===== src/rtl/ncca_pkg.sv =====
// Shared types and constants for the time-shared approximate 8x8 multiplier.
// Holds the FSM state encoding, per-quadrant shift amounts and default approximation levels.
package ncca_pkg;

    typedef enum logic [2:0] {
        IDLE,
        LL,
        LH,
        HL,
        HH,
        DONE
    } state_t;

    localparam int SHIFT_LL = 0;
    localparam int SHIFT_LH = 4;
    localparam int SHIFT_HL = 4;
    localparam int SHIFT_HH = 8;

    localparam int DEF_LVL_HH = 2;
    localparam int DEF_LVL_HL = 2;
    localparam int DEF_LVL_LH = 3;
    localparam int DEF_LVL_LL = 4;

endpackage


===== src/rtl/ap4x4_unit.sv =====
// Combinational 4x4 multiplier with selectable approximation level.
// Level L drops every partial-product bit whose column weight is below 2^L; level 0 is exact.
module ap4x4_unit (
    input  logic [3:0] x,
    input  logic [3:0] y,
    input  logic [2:0] lvl,
    output logic [7:0] prod
);

    logic [7:0] exact_prod;
    logic [7:0] approx_prod;
    logic [7:0] keep_mask;
    logic [7:0] row;

    assign exact_prod = 8'(x) * 8'(y);
    assign keep_mask  = 8'hFF << lvl;

    // Each row is one shifted partial product; masking the columns before summing
    // also discards the carries those columns would have produced.
    always_comb begin
        approx_prod = '0;
        row         = '0;
        for (int j = 0; j < 4; j++) begin
            row         = y[j] ? (8'(x) << j) : 8'h00;
            approx_prod = approx_prod + (row & keep_mask);
        end
    end

    assign prod = (lvl == 3'd0) ? exact_prod : approx_prod;

endmodule


===== src/rtl/seq_ncca_mul8.sv =====
// Sequential 8x8 multiplier that reuses one approximate 4x4 unit for the four quadrant products.
// Valid/ready on both sides; zero operands bypass the quadrant sequence entirely.
module seq_ncca_mul8
    import ncca_pkg::*;
#(
    parameter int LVL_HH = DEF_LVL_HH,
    parameter int LVL_HL = DEF_LVL_HL,
    parameter int LVL_LH = DEF_LVL_LH,
    parameter int LVL_LL = DEF_LVL_LL
) (
    input  logic        clk,
    input  logic        rst_n,
    input  logic        in_valid,
    output logic        in_ready,
    input  logic [7:0]  a,
    input  logic [7:0]  b,
    input  logic        exact,
    output logic        out_valid,
    input  logic        out_ready,
    output logic [15:0] prod,
    output logic        busy
);

    localparam logic [2:0] LV_HH = 3'(LVL_HH);
    localparam logic [2:0] LV_HL = 3'(LVL_HL);
    localparam logic [2:0] LV_LH = 3'(LVL_LH);
    localparam logic [2:0] LV_LL = 3'(LVL_LL);

    state_t      state;
    state_t      state_next;
    logic [7:0]  a_q;
    logic [7:0]  b_q;
    logic        exact_q;
    logic [16:0] acc;
    logic        accept;
    logic        in_quadrant;

    logic [3:0]  unit_x;
    logic [3:0]  unit_y;
    logic [2:0]  unit_lvl;
    logic [7:0]  unit_prod;
    logic [3:0]  shift_amt;
    logic [16:0] pp_shifted;

    assign in_ready    = (state == IDLE);
    assign out_valid   = (state == DONE);
    assign busy        = (state != IDLE);
    assign accept      = in_valid && in_ready;
    assign in_quadrant = (state == LL) || (state == LH) || (state == HL) || (state == HH);

    ap4x4_unit u_unit (
        .x    (unit_x),
        .y    (unit_y),
        .lvl  (unit_lvl),
        .prod (unit_prod)
    );

    assign pp_shifted = 17'(unit_prod) << shift_amt;

    // Sub-unit inputs stay at zero outside the quadrant states, so a bypassed
    // operation never exercises the multiplier.
    always_comb begin
        state_next = state;
        unit_x     = '0;
        unit_y     = '0;
        unit_lvl   = '0;
        shift_amt  = '0;
        case (state)
            IDLE: begin
                if (accept) begin
                    state_next = (a == 8'h00 || b == 8'h00) ? DONE : LL;
                end
            end
            LL: begin
                unit_x     = a_q[3:0];
                unit_y     = b_q[3:0];
                unit_lvl   = exact_q ? 3'd0 : LV_LL;
                shift_amt  = 4'(SHIFT_LL);
                state_next = LH;
            end
            LH: begin
                unit_x     = a_q[3:0];
                unit_y     = b_q[7:4];
                unit_lvl   = exact_q ? 3'd0 : LV_LH;
                shift_amt  = 4'(SHIFT_LH);
                state_next = HL;
            end
            HL: begin
                unit_x     = a_q[7:4];
                unit_y     = b_q[3:0];
                unit_lvl   = exact_q ? 3'd0 : LV_HL;
                shift_amt  = 4'(SHIFT_HL);
                state_next = HH;
            end
            HH: begin
                unit_x     = a_q[7:4];
                unit_y     = b_q[7:4];
                unit_lvl   = exact_q ? 3'd0 : LV_HH;
                shift_amt  = 4'(SHIFT_HH);
                state_next = DONE;
            end
            DONE: begin
                if (out_ready) begin
                    state_next = IDLE;
                end
            end
            default: state_next = IDLE;
        endcase
    end

    always_ff @(posedge clk) begin
        if (!rst_n) begin
            state   <= IDLE;
            a_q     <= '0;
            b_q     <= '0;
            exact_q <= 1'b0;
            acc     <= '0;
        end else begin
            state <= state_next;
            if (accept) begin
                a_q     <= a;
                b_q     <= b;
                exact_q <= exact;
                acc     <= '0;
            end else if (in_quadrant) begin
                acc <= acc + pp_shifted;
            end
        end
    end

    assign prod = acc[16] ? 16'hFFFF : acc[15:0];

endmodule

===== config.mk =====
export PLATFORM = sky130hd
export DESIGN_NAME = seq_ncca_mul8
export DESIGN_NICKNAME = d
export VERILOG_FILES = /design/src/rtl/ncca_pkg.sv /design/src/rtl/ap4x4_unit.sv /design/src/rtl/seq_ncca_mul8.sv
export SDC_FILE = /design/constraint.sdc
export NUM_CORES = 1
export LEC_CHECK = 0
export ABC_AREA = 1
export CAP_MARGIN = 20
export CORE_UTILIZATION = 24
export CTS_BUF_LIST = sky130_fd_sc_hd__clkbuf_8 sky130_fd_sc_hd__clkbuf_16
export DETAILED_ROUTE_END_ITERATION = 8
export PLACE_DENSITY = 0.45
export SLEW_MARGIN = 20
export SYNTH_ARGS = -nofsm -noshare
export SYNTH_HDL_FRONTEND = slang
export SYNTH_SLANG_ARGS = --single-unit

===== constraint.sdc =====
create_clock -name clk -period 9 [get_ports clk]
set_input_delay 1.8 -clock clk [delete_from_list [all_inputs] [get_ports clk]]
set_output_delay 1.8 -clock clk [all_outputs]
set_load 0.03 [all_outputs]

# Yosys cells after proc, flatten, opt, wreduce, memory -nomap -nowiden
# Cells that the tools add are included.
dict set report op_classes {
  addsub 4
  mul 1
  n_eq_ne 7
  shifts 2
  muxes 17
  bitwise_logic 5
  n_reduce_logical 17
}
# operator n
set ops {}
lappend ops {{8-bit adder} 3}
lappend ops {{8-bit bitwise AND} 3}
lappend ops {{4-bit one-hot mux with 2 select lines} 3}
lappend ops {{3-bit one-hot mux with 6 select lines} 1}
lappend ops {{17-bit adder} 1}
lappend ops {{8-bit by 4-bit left shift with 17-bit output} 1}
lappend ops {{8-bit zero test} 2}
lappend ops {{16-bit two-way mux} 1}
lappend ops {{3-bit two-way mux} 4}
lappend ops {{2-bit OR reduction} 6}
lappend ops {{3-bit one-hot mux with 3 select lines} 1}
lappend ops {{7-bit by 8-bit bitwise AND with 8-bit output} 1}
lappend ops {{4-bit by 4-bit multiplier with 8-bit output} 1}
lappend ops {{8-bit two-way mux} 1}
lappend ops {{8-bit by 3-bit left shift with 8-bit output (first input constant)} 1}
lappend ops {{7-bit two-way mux} 1}
lappend ops {{3-bit by 2-bit == test with 1-bit output (second input constant)} 2}
lappend ops {{3-bit == test (second input constant)} 2}
lappend ops {{3-bit zero test} 2}
lappend ops {{6-bit two-way mux} 1}
lappend ops {{5-bit two-way mux} 1}
lappend ops {{1-bit logical OR} 4}
lappend ops {{2-bit two-way mux} 2}
lappend ops {{4-bit two-way mux} 1}
lappend ops {{6 further kinds} 7}
dict set report totals {
  ff_bits 37
  inputBits 21
  output_inout_bits 19
  wordCells 58
}

# Depth between registers and ports, before layout
# Gate-level depths: netlist of the first run.
dict set report depth {
  word_depth 11
  mapped_depth 33
  mapped_depth_nobuf 33
}

# Cells and area by module
# A second synthesis of the first run with hierarchy kept.
dict set report hier_totals {
  cells_unflattened 609
  area_unflattened_um2 3737.3
}
# module n_inst cells_per_inst area_per_inst_um2 seq_area_each_um2
set modules_own_cells {}
lappend modules_own_cells {seq_ncca_mul8 1 456 2765.2 740.7}
lappend modules_own_cells {ap4x4_unit 1 153 972.2 0.0}

# Least setup slack after synthesis of the first run
# No wires, ideal clock.
dict set report synth_timing {
  path_type {register to register}
  startpoint {register state[1]}
  endpoint {register acc[13]}
  setup_time_ns 0.109
  t_arrival_ns 4.354
  required_time_ns 8.891
  path_slack_ns 4.537
  stages_incl_launch_ff 31
  path_buffers 0
  synth_period_minus_slack_ns 4.463
  path_cell_list {dfxtp_1 > inv_2 > nand3_4 > o21ai_0 > inv_1 > o22ai_2 > nand2_1 > nor2_1 > fa_1 > inv_1 > fa_1 > inv_1 > ha_1 > fa_1 > nand3_1 > nand3_1 > xor2_1 > nand2_1 > nand3_1 > a21oi_1 > ha_1 > nand2_1 > inv_1 > nand2_1 > nand2_1 > a21oi_1 > nand2_1 > nand2_1 > nand3_1 > nand2_1 > inv_1}
}
dict set report synth_between {
  elab_chain_cells 11
  word_cells_on_any_way 36
  classes_between {add/sub (4); mul (1); eq/ne (4); shift (2); mux (9); bitwise (4); reduce/logical (12)}
}
# item line_no
set synth_lines {}
lappend synth_lines {{start, declared} seq_ncca_mul8.sv:29} ;# state_t state;
lappend synth_lines {{start signal, assigned} seq_ncca_mul8.sv:119} ;# state <= state_next;
lappend synth_lines {{3-bit by 2-bit == test with 1-bit output (tied with other cells)} {seq_ncca_mul8.sv:49, seq_ncca_mul8.sv:68}}
lappend synth_lines {{2-bit OR reduction (no source line)} -}
lappend synth_lines {{3-bit one-hot mux with 3 select lines / 4-bit one-hot mux with 2 select lines (equally long branches)} seq_ncca_mul8.sv:68} ;# case (state)
lappend synth_lines {{8-bit by 3-bit left shift with 8-bit output (tied with other cells)} ap4x4_unit.sv:16} ;# assign keep_mask = 8'hFF << lvl;
lappend synth_lines {{8-bit bitwise AND} ap4x4_unit.sv:25} ;# approx_prod = approx_prod + (row & keep_mask);
lappend synth_lines {{8-bit adder (3 in series)} ap4x4_unit.sv:25}
lappend synth_lines {{8-bit two-way mux} ap4x4_unit.sv:29} ;# assign prod = (lvl == 3'd0) ? exact_prod : approx_prod;
lappend synth_lines {{8-bit by 4-bit left shift with 17-bit output} seq_ncca_mul8.sv:58} ;# assign pp_shifted = 17'(unit_prod) << shift_amt;
lappend synth_lines {{17-bit adder} seq_ncca_mul8.sv:126} ;# acc <= acc + pp_shifted;
lappend synth_lines {{end signal, assigned} seq_ncca_mul8.sv:126}
lappend synth_lines {{end, declared} seq_ncca_mul8.sv:34} ;# logic [16:0] acc;
# Several ways; a longest one is shown, not always the timed one.
# A chain may end at the register's enable or synchronous reset.

# Worst setup path in the final report of the first run
dict set report layout_timing {
  startpoint {register state[1]}
  endpoint {register acc[12]}
}
# The elaborated chain is that of the path after synthesis.

==> results of run 1 <==
==> state kept, by name (all words and copies together), names as in the netlist <==
signal   flops
acc         17
a_q          8
b_q          8
state        3
exact_q      1
==> power by group through the flow <==
stage | registers, µW | logic, µW | clock network (µW)
after floorplan | 248 | 586 | 0
after global placement | 257 | 786 | 0
after detailed placement | 259 | 783 | 0
after CTS | 255 | 788 | 192
after global routing | 261 | 877 | 197
final | 254 | 779 | 182
==> worst min-delay path, delay by kind of cell, from the launching register on <==
kind	cells	cell delay [ns]
AND/OR/NAND/NOR	1	0.06
flip-flops	1	0.31
AO/OA/AOI/OAI	1	0.05
==> layout make-up <==
cell class                      instances  area, µm²
Clock buffer                            5        125
Clock inverter                          3       17.5
Fill cell                            1726      10800
Inverter                              144        542
Multi-Input combinational cell        422       2490
Sequential cell                        37        741
Tap cell                              211        264
Timing Repair Buffer                   39        390
==> per-layer routing <==
metal  vias up  routed length, µm  track usage
met5         -                  0            0
met4         0                103       0.0394
met3         7                408       0.0258
met2        68               4700        0.227
met1      1653               5030        0.176
li1       1982                  -            -
==> kinds of logic after synthesis <==
| group | synth area share |
|---|---|
| buf+inv | 0.157 |
| fa+ha+maj | 0.176 |
| compound gates | 0.138 |
| xor+xnor | 0.0229 |
| flops | 0.193 |
| simple gates | 0.313 |
==> per-stage QoR <==
step | utilization | instance area [µm²] | cells | setup WS, ns | total power [µW]
floorplan | - | 3830 | 613 | 4.54 | 834
global placement | 0.288 | 4430 | 853 | 3.80 | 1040
detailed placement | 0.288 | 4430 | 853 | 3.76 | 1040
CTS | 0.297 | 4570 | 861 | 3.75 | 1230
global route | 0.297 | 4570 | 861 | 3.32 | 1340
finish | 0.297 | 4570 | 861 | 3.82 | 1220
==> Yosys cell counts <==
cell | n | share of area
nand3b_1 | 1 | 0.0020
xnor2_1 | 4 | 0.0091
nor4_1 | 4 | 0.0065
nand2_1 | 168 | 0.16
o21bai_1 | 2 | 0.0039
buf_6 | 2 | 0.0059
nor3_1 | 5 | 0.0065
ha_1 | 38 | 0.12
nand4_1 | 3 | 0.0049
nand3_1 | 47 | 0.061
nor2_1 | 26 | 0.025
a21oi_1 | 52 | 0.068
fa_1 | 10 | 0.052
inv_2 | 4 | 0.0039
o22ai_2 | 6 | 0.020
a21boi_0 | 1 | 0.0020
o21ai_2 | 1 | 0.0023
nand2_2 | 6 | 0.0098
o211ai_1 | 2 | 0.0039
o21ai_4 | 1 | 0.0042
nand2_4 | 2 | 0.0059
o21ai_1 | 2 | 0.0026
o21ai_0 | 24 | 0.031
clkbuf_1 | 4 | 0.0039
nand3_2 | 2 | 0.0052
inv_1 | 139 | 0.14
buf_4 | 1 | 0.0020
buf_2 | 3 | 0.0039
nor2_4 | 2 | 0.0059
or2_2 | 5 | 0.0082
clkinv_2 | 1 | 0.0013
xor2_1 | 6 | 0.014
dfxtp_1 | 37 | 0.19
or2_1 | 1 | 0.0016
nand3_4 | 1 | 0.0046
==> worst paths after layout <==
path / end / cells after the start / slack, ns / start
worst min-delay path: b_q[4] / 2 / 0.47 / b_q[4]
worst max register to register: acc[12] / 27 / 3.82 / state[1]
worst max-delay path: acc[12] / 27 / 3.82 / state[1]
worst min register to register: b_q[4] / 2 / 0.47 / b_q[4]
==> results.py, run 1 <==
metrics = {
    "outcome": {
        "outcome": "complete, no violations",
    },
    "power": {
        "ir_drop_mv": 0.123,
        "p_per_area_mw_per_mm2": 266,
        "p_sw_frac": 0.515,
        "power_frac_comb": 0.641,
        "leakagePower_uw": 0.00255,
        "p_switching_uw": 626,
        "p_clk_frac": 0.150,
        "p_int_uw": 589,
        "pwr-share-seq": 0.209,
    },
    "cts": {
        "cts_setup_buffers": 0,
        "cts_buffers": 5,
        "cts.clk_slew.worst_paths_ns": 0.06,
        "clock_sinks": 37,
        "cts_resized": 0,
        "insertion_delay_ns": 0.30,
        "cts_hold_repair.buffers": 0,
        "cts_tree": "built",
        "cts_root_buffer": "clkbuf_16",
        "cts-htree-levels": 2,
        "cts_max_path_buffers": 2,
    },
    "critical_path": {
        "critPathMostFrequentCell": "nand3_1",
        "slowest_delay_ns": 0.53,
        "crit_fanout": 13,
        "start_kind": "flop",
        "path_class": "reg -> reg",
        "end_kind": "flop",
        "cp_top_family": "adder cells",
        "cp.required_ns": 9.20,
        "worst-endpoint-arrival_ns": 5.38,
        "crit_buf_inv": 5,
        "slowest_stage": "fa_1",
    },
    "floorplan": {
        "dieWidth_um": 128,
        "start_util": 0.249,
        "rows": 45,
        "io_pins": 40,
        "die-area_mm2": 0.0165,
        "die_h_um": 128,
        "core_area_mm2": 0.0154,
    },
    "finish": {
        "mostFrequentLayoutCell": "nand2_1",
        "mostFrequentLayoutCells": "nand2_1 (168), inv_1 (139), a21oi_1 (52), nand3_1 (47), clkdlybuf4s50_1 (39)",
        "syn2layout_area_growth_pct": 19.2,
        "drive_gt1_frac": 0.0600,
        "antenna_cells": 0,
        "nets": 718,
    },
    "routing": {
        "firstDrtPassIters": 5,
        "drc": 0,
        "routed_wl_um": 10200,
        "final_antenna_net_count": 0,
        "vias_per_cell": 4.31,
        "wl_per_cell_um": 11.9,
        "num_vias": 3710,
        "dr.first_iter.drc_count": 205,
    },
    "sta": {
        "hold_viol": 0,
        "setup_tns_ns": 0,
        "maxSlewHeadroom": 0.483,
        "fmax_mhz": 193,
        "tightestPinTransition_ns": 0.774,
        "fin_skew_ns": 0.00867,
        "setup_viol_count_final": 0,
        "whs_ns": 0.465,
        "fin_crit_ns": 5.18,
        "rsz0062_at_grt": "false",
        "drv_slew": 0,
        "min_period_over_period": 0.576,
    },
    "global_routing": {
        "antenna_found_initial": 0,
        "grt_max_degree": 33,
        "grt-ovfl-total": 0,
        "first_global_vias": 3628,
        "grt_pass1_wl_um": 17300,
        "grtUsageTotal": 0.135,
    },
    "placement": {
        "post-dp-hpwl_um": 8660,
        "gp_congestion": 0.862,
        "io_buffers": 39,
    },
    "hold_path": {
        "min_path_type": "reg -> reg",
    },
    "synthesis": {
        "syn_avg_cell_area_um2": 6.25,
        "syn_nets": 682,
        "syn_inst": 613,
        "ys_ff_latch": 37,
        "ys_warn_count": 0,
        "seq_area_frac_synth": 0.193,
        "synth_cell_types": 35,
        "syn_area_mm2": 0.00383,
    },
    "flow_run": {
        "maxCapViolCount": 0,
    },
}
(Power assumes the default switching activity.)
==> run 2: changes to the inputs <==
==> constraint.sdc (replaced) <==
create_clock -name clk -period 4.8 [get_ports clk]
set_input_delay 0.96 -clock clk [delete_from_list [all_inputs] [get_ports clk]]
set_output_delay 0.96 -clock clk [all_outputs]
set_load 0.03 [all_outputs]
==> run 2 against run 1 <==
Net effect:
- sequential power up 92%
- clock-buffer cell count up 1
- design area up 8.9%
- via count up 2.9%
- combinational power up 130%
- worst setup slack worse by 3.5 ns
- global-route usage up 0.37 points
- wire length up 4.8%
- critical path type unchanged
- flip-flop and latch count unchanged
- highest routed layer unchanged
- maximum frequency up 15%
- clock power up 88%
==> results.py, run 2 (same netlist as run 1, synthesis figures left out) <==
metrics = {
    "finish": {
        "drive_gt1_frac": 0.158,
        "final_cell_area_mm2": 0.00497,
        "largest_reg_flops": 17,
        "mostFrequentLayoutCells": "nand2_1 (158), inv_1 (136), nand3_1 (43), a21oi_1 (42), clkdlybuf4s50_1 (39)",
        "instances_no_fill": 881,
        "mostFrequentLayoutCell": "nand2_1",
        "syn2layout_area_growth_pct": 29.8,
        "reg_top3": "acc (17), a_q (8), b_q (8)",
        "nets": 739,
        "top_register": "acc",
        "antenna_cells": 0,
    },
    "placement": {
        "place_ws_ns": -0.127,
        "post-dp-hpwl_um": 8850,
        "io_buffers": 39,
        "numPlacedInstances": 871,
        "gp_congestion": 0.855,
        "place_area_mm2": 0.00456,
    },
    "sta": {
        "hold_viol": 0,
        "tightestPinTransition_ns": 0.812,
        "timing.final.ws_setup_ns": 0.308,
        "setup_tns_ns": 0,
        "fmax_mhz": 223,
        "setup_viol_count_final": 0,
        "maxSlewHeadroom": 0.457,
        "drv_slew": 0,
        "min_period_over_period": 0.936,
        "fin_crit_ns": 4.49,
        "fin_skew_ns": 0.00810,
    },
    "cts": {
        "cts_root_buffer": "clkbuf_16",
        "cts.clk_slew.worst_paths_ns": 0.06,
        "cts_hold_repair.buffers": 0,
        "cts_max_path_buffers": 2,
        "cts_tree": "built",
        "insertion_delay_ns": 0.30,
        "clock_sinks": 37,
        "cts-htree-levels": 2,
        "cts_buffers": 5,
    },
    "power": {
        "power_frac_comb": 0.682,
        "total_power_uw": 2610,
        "p_sw_frac": 0.505,
        "p_switching_uw": 1310,
        "p_int_uw": 1290,
        "p_clk_frac": 0.131,
        "leakagePower_uw": 0.00268,
        "pwr-share-seq": 0.187,
        "p_per_area_mw_per_mm2": 524,
        "ir_drop_mv": 0.292,
    },
    "global_routing": {
        "first_global_vias": 3730,
        "grt_pass1_wl_um": 17900,
        "grtUsageTotal": 0.139,
        "grt_max_degree": 33,
        "antenna_found_initial": 0,
        "grt-ovfl-total": 0,
    },
    "floorplan": {
        "rows": 45,
        "start_util": 0.249,
        "die_h_um": 128,
        "dieWidth_um": 128,
        "io_pins": 40,
        "die-area_mm2": 0.0165,
        "core_area_mm2": 0.0154,
    },
    "critical_path": {
        "path_class": "reg -> reg",
        "cp.required_ns": 5.00,
        "slowest_stage": "fa_1",
        "slowest_delay_ns": 0.53,
        "start_kind": "flop",
        "crit_fanout": 4,
        "end_kind": "flop",
        "worst-endpoint-arrival_ns": 4.69,
        "critPathMostFrequentCell": "nand2_1",
    },
    "routing": {
        "drc": 0,
        "vias_per_cell": 4.33,
        "firstDrtPassIters": 4,
        "num_vias": 3818,
        "dr.first_iter.drc_count": 192,
        "routed_wl_um": 10700,
        "wl_per_cell_um": 12.2,
        "final_antenna_net_count": 0,
    },
    "hold_path": {
        "min_path_type": "reg -> reg",
    },
    "flow_run": {
        "maxCapViolCount": 0,
    },
    "outcome": {
        "outcome": "complete, no violations",
    },
}
[run 2: changes by cell type in the layout (fill, tap and decap cells not counted), moves of 5 or more]
cell,delta
a21oi_1,-10
a21oi_2,+9
buf_4,+21
ha_1,-5
nand2_1,-10
nand2_2,+8
nor2_1,-5
nor2_2,+5
o22ai_2,-5
o22ai_4,+5
[run 2: power groups by stage]
stage	registers (µW)	logic, µW	clock network [µW]
after detailed placement	484	1570	0
after CTS	478	1580	350
after global placement	481	1560	0
after floorplan	464	1100	0
final	488	1780	342
after global routing	500	1970	360
[run 2: layer usage]
layer / vias up / GRT usage / wire (µm)
met5: - / 0 / 0
met4: 0 / 0.0408 / 119
met3: 8 / 0.0274 / 443
met2: 62 / 0.221 / 4770
met1: 1727 / 0.190 / 5400
li1: 2021 / - / -
[run 2: path summary, 6_finish.rpt]
path / startpoint / end / cells past startpoint / slack (ns)
setup / recovery: state[1] / acc[13] / 31 / 0.31
hold / removal: b_q[4] / b_q[4] / 2 / 0.47
setup reg to reg: state[1] / acc[13] / 31 / 0.31
hold reg to reg: b_q[4] / b_q[4] / 2 / 0.47
[run 2: area by class of cell]
class                      instances  area [µm²]
clock buffer                       6         139
clock inverter                     1        3.75
fill                            1673       10400
inverter                         144         549
multi-input combinational        422        2720
sequential                        37         748
tap                              211         264
timing repair buffer              60         548
[run 2: through the flow]
stage / util / hold slack [ns]
after floorplan: - / 0.440
after global placement: 0.297 / 0.459
after detailed placement: 0.297 / 0.461
after CTS: 0.306 / 0.470
after global routing: 0.324 / 0.495
final: 0.324 / 0.470
[run 2: repair_timing]
item                       CTS  global route
setup endpoints to repair    6            12
resized for setup            3            63
pin swaps                    0            14
setup buffers                0             3
[run 2: worst max-delay path: cells and delay by family, from the launching register on]
kind | cells | cell delay [ns]
AOI/OAI and AO/OA | 3 | 0.48
xor gates and xnor gates | 1 | 0.15
adders and majority gates | 5 | 1.81
DFF | 1 | 0.36
and+or+nand+nor | 16 | 1.18
buffers and inverters | 6 | 0.39
==> RTL edit 1: new RTL, config.mk and constraints of run 1 <==
The 6 states of `state_t` get a one-hot encoding in 6 bits.
--- a/src/rtl/ncca_pkg.sv
+++ b/src/rtl/ncca_pkg.sv
@@ -4,9 +4,9 @@
 
-    typedef enum logic [2:0] {
-        IDLE,
-        LL,
-        LH,
-        HL,
-        HH,
-        DONE
+    typedef enum logic [5:0] {
+        IDLE = 6'b000001,
+        LL   = 6'b000010,
+        LH   = 6'b000100,
+        HL   = 6'b001000,
+        HH   = 6'b010000,
+        DONE = 6'b100000
     } state_t;
Function: same outputs for any inputs over 4 cycles, from zero or initial values and one cycle with rst_n low; so few cycles prove little.
==> RTL edit 1 against run 1 <==
- sequential cell count up 3
- design area rose by 0.74%
- final cell count decreased by 2.1%
- sequential share of layout area is 1.2 points higher
- maximum frequency is 2.9% lower
- largest cell class unchanged
- setup slack got worse by 160 ps
- area after synthesis grew 0.42%
- wire length is 0.59% higher
- highest routed layer unchanged
Power is not compared: it rests on default switching activity, and its combinational part moved more than twofold at a synthesized area within 25%.
==> RTL edit 1: results (changes against run 1) <==
status=complete, no violations; routed via count=3705 (-0.13%); Filler cells=1725 (-0.058%); Worst-Margin Slew=799.7 ps (+25.70 ps); Reg area=800.8 sq um (+8.1%); first-pass GRT wire length=17590 um (+1.4%); max incr delay on CP=520 ps; biggest regs=acc x17, a_q x8, b_q x8; final hold slack=462.2 ps (-2.796 ps); skew final=5.497 ps (-3.176 ps); Synth Instances=596 (-2.8%); via count of the first global-routing pass=3797 (+4.7%); Worst Min Path Start=a_q[6]$_SDFFE_PN0P_; Post-DP Area=4424 sq um (about the same); pin count of the biggest net entering global routing=34 (+3.0%); fin cells=843 (-2.1%); Final nets=700 (-2.5%); Worst Hold Endpoint=a_q[6]$_SDFFE_PN0P_; WP data arrival=5530 ps (+150 ps); worst r2r path cells=31 (+15%); Post-Synth Adder-Cell Area=17.56% (-0.075 points); Crit Path Max Fanout=11 (-2); Post-Synth XOR/XNOR Area=2.276% (-0.0097 points); FF-to-FF End=acc[10]$_SDFFE_PP0P_; post-synthesis sequential area ratio=20.81% (+1.5 points); fraction of layout cells with a size suffix above 1=7.120% (+1.1 points); DP HPWL=8568 um (-1.0%); worst slack, placed=3634 ps (-129.7 ps); ranking of synthesized cells by area=dfxtp_1 21%, nand2_1 14%, ha_1 12%; Syn Nets=665 (-2.5%); WL/cell=12.22 um (+2.7%); Synth cell types=37 (+5.7%); Worst R2R Setup Slack=3660 ps (-160 ps); gpl congestion=0.8742 (+1.5%); Compound-Gate Fraction of Synth Area=13.20% (-0.58 points); Reg-to-Reg Start=state[2]$_SDFFE_PN0P_
## RTL edit 1: power breakdown
group | switching (mW) | leakage, nW | internal [mW]
Combinational | 0.0700 | 1.97 | 0.0402
Clock | 0.0745 | 0.0871 | 0.139
Sequential | 0.00911 | 0.327 | 0.194
Total | 0.154 | 2.38 | 0.373
## RTL edit 1: cell type report
class	instances	share of cell area, %
clock buffer	6	3.018
clock inverter	2	0.8429
inverter	105	8.564
multi-input combinational	440	55.95
sequential	40	17.40
tap	211	5.737
timing repair buffer	39	8.483
## RTL edit 1: worst max-delay path, delay by kind of cell (launching register included)
family	cells	cell delay, ps
compound gates	1	260
fa+ha+maj	5	1960
buf+inv	4	260
flops	1	330
simple gates	21	2410
## RTL edit 1: cells by family after synthesis
kind of cell    count (synthesis)
compound gates                 93
simple gates                  289
fa+ha+maj                      48
buf+inv                       116
xor+xnor                       10
flops                          40
## RTL edit 1: worst max-delay path by stage
stage / start / endpoint / slack, ps / depth (start not counted)
floorplan: state[2]$_SDFFE_PN0P_ / acc[10]$_SDFFE_PP0P_ / 4490 / 31
global placement: state[2]$_SDFFE_PN0P_ / acc[10]$_SDFFE_PP0P_ / 3700 / 31
detailed placement: state[2]$_SDFFE_PN0P_ / acc[16]$_SDFFE_PP0P_ / 3630 / 27
CTS: state[2]$_SDFFE_PN0P_ / acc[16]$_SDFFE_PP0P_ / 3620 / 27
global route: state[4]$_SDFFE_PN0P_ / acc[10]$_SDFFE_PP0P_ / 3060 / 32
finish: state[2]$_SDFFE_PN0P_ / acc[10]$_SDFFE_PP0P_ / 3660 / 31
## RTL edit 1: layer usage
metal	track usage, %	share of wire (%)	vias up	wire [um]
met5	0	0	-	0
met4	2.422	1.2	0	121
met3	2.245	3.2	12	334
met2	23.62	48	67	4894
met1	16.84	48	1666	4949
li1	-	-	1960	-
==> RTL edit 2: new RTL, settings of run 1 <==
Without the edit above. Reset style: asynchronous (`rst_n`), changed in one clocked block.
--- a/src/rtl/seq_ncca_mul8.sv
+++ b/src/rtl/seq_ncca_mul8.sv
@@ -110,3 +110,3 @@
 
-    always_ff @(posedge clk) begin
+    always_ff @(posedge clk or negedge rst_n) begin
         if (!rst_n) begin
Formal check against the unedited RTL: differs if rst_n is asserted again (counterexample within 4 cycles, from zero or initial values and one cycle with rst_n low); with rst_n held inactive, the same outputs for 4 cycles.
==> RTL edit 2 against run 1 <==
- sequential cell count unchanged
- power up 40%
- non-clock buffer count unchanged
- sequential share of layout area up 4.4 points
- worst hold slack better by 13 ps
- global-route usage about the same
- area after synthesis down 3.4%
- wire length down 3.6%
- largest power group unchanged
- setup slack better by 77 ps
- count of clock-buffer cells in the layout unchanged
- design area down 1.9%
==> RTL edit 2: results (changes against run 1) <==
status=complete, no violations; gpl congestion=0.8314 (-3.5%); met2 routed WL=4371 um (-6.9%); Synth cell types=33 (-5.7%); fraction of layout cells with a size suffix above 1=7.264% (+1.3 points); Syn Nets=620 (-9.1%); grt met1 use=18.46% (+0.85 points); routed via count=3513 (-5.3%); skew final=3.549 ps (-5.124 ps); Crit Path Max Fanout=6 (-7); slew margin rel.=42.06% (-6.2 points); Final nets=660 (-8.1%); Setup Buffers After CTS=0 (unchanged); ranking of synthesized cells by area=dfrtp_1 25%, nand2_1 22%, ha_1 13%; initial drt markers=209 (+2.0%); met2 Track Usage GR=21.68% (-1.0 points); Filler cells=1647 (-4.6%); met3 WL post-DR=364 um (-11%); WL/cell=12.66 um (+6.4%); maximum VDD drop=211.2 uV (+71%); DP HPWL=8192 um (-5.4%); post-synthesis sequential area ratio=25.02% (+5.7 points); GRT Util Overall=13.55% (about the same); max cap viols=0 (unchanged); H-tree Lvls=2 (unchanged); initial antenna violation count=0 (unchanged); via count of the first global-routing pass=3435 (-5.3%); Ys Warns=0 (unchanged); Leak=2.626 nW (+2.9%); M3 GR Usage=2.506% (-0.072 points); Port Buf Inserts=39 (unchanged); first-pass GRT wire length=16860 um (-2.8%); WL met1=4996 um (-0.72%); Top Layer Used=met4; ys async rst share=100.0% (+100 points); DRT Pass-1 Iters=5 (unchanged); pin count of the biggest net entering global routing=38 (+15%); top cells by count, synth=218 x nand2_1, 80 x inv_1, 38 x ha_1
-- RTL edit 2: cell count changes in the layout (fill, tap and decap cells not counted), moves of 13 or more --
cell	change
nand3_1	-16
inv_1	-59
dfxtp_1	-37
o21ai_0	-13
a21oi_1	-31
nand2_1	+50
dfrtp_1	+37
-- RTL edit 2: critical path, stage by stage, from the launching register on --
cell and delay, ps:
dfrtp_1 490, inv_2 150, nand2_2 110, o21ai_2 210
inv_1 100, o21ai_2 210, nand2_1 130, nor2_1 160
fa_1 430, fa_1 490, ha_1 240, fa_1 410
nand3_1 130, nand2_1 60, nand2_1 60, nand3_1 110
nand3_1 100, nand2_1 90, nor2_1 150, ha_1 310
nand2_1 110, inv_1 70, a21oi_1 140, nand2_1 150
nand2_1 90, nand2_1 100, a21oi_1 140, nor2_1 60
-- RTL edit 2: worst paths after layout --
| check | to | depth (start not counted) | start | slack [ps] |
|---|---|---|---|---|
| max | acc[16]$_DFFE_PN0P_ | 27 | state[2]$_DFFE_PN0P_ | 3900 |
| min reg2reg | a_q[6]$_DFFE_PN0P_ | 2 | a_q[6]$_DFFE_PN0P_ | 480 |
| min in group asynchronous | acc[11]$_DFFE_PN0P_ | 1 | rst_n | 1610 |
| max in group asynchronous | b_q[1]$_DFFE_PN0P_ | 1 | rst_n | 6830 |
| max reg2reg | acc[16]$_DFFE_PN0P_ | 27 | state[2]$_DFFE_PN0P_ | 3900 |
| min | a_q[6]$_DFFE_PN0P_ | 2 | a_q[6]$_DFFE_PN0P_ | 480 |
-- RTL edit 2: report_power, final --
part / switching (mW) / internal (mW)
logic: 0.762 / 0.409
clock network: 0.0739 / 0.158
registers: 0.0567 / 0.244
total: 0.892 / 0.811
-- RTL edit 2: stage by stage --
step | setup slack (ps) | instances | hold slack [ps] | cell area, sq um | total power [mW]
2_1_floorplan | 4550 | 551 | 449.2 | 3701 | 1.151
3_3_place_gp | 3950 | 772 | 481.7 | 4292 | 1.475
3_5_place_dp | 3899 | 772 | 469.2 | 4292 | 1.480
4_1_cts | 3895 | 780 | 485.1 | 4482 | 1.720
5_1_grt | 3393 | 780 | 504.0 | 4482 | 1.884
6_report | 3897 | 780 | 478.3 | 4482 | 1.703
-- RTL edit 2: logic make-up (layout without fill, tap and decap cells) --
logic type	count (synthesis)	count (layout)	synth area share (%)
AO/OA/AOI/OAI	54	54	8.722
XOR/XNOR	6	6	1.420
adder cells (fa/ha/maj)	48	48	18.26
buffers and inverters	93	134	9.803
flip-flops	37	37	25.02
AND/OR/NAND/NOR	313	313	36.78
-- RTL edit 2: layout make-up --
class	instances	share of cell area, %
multi-input combinational	421	53.82
clock buffer	5	2.792
inverter	87	7.426
tap	188	5.248
sequential	37	20.66
clock inverter	3	1.452
timing repair buffer	39	8.599
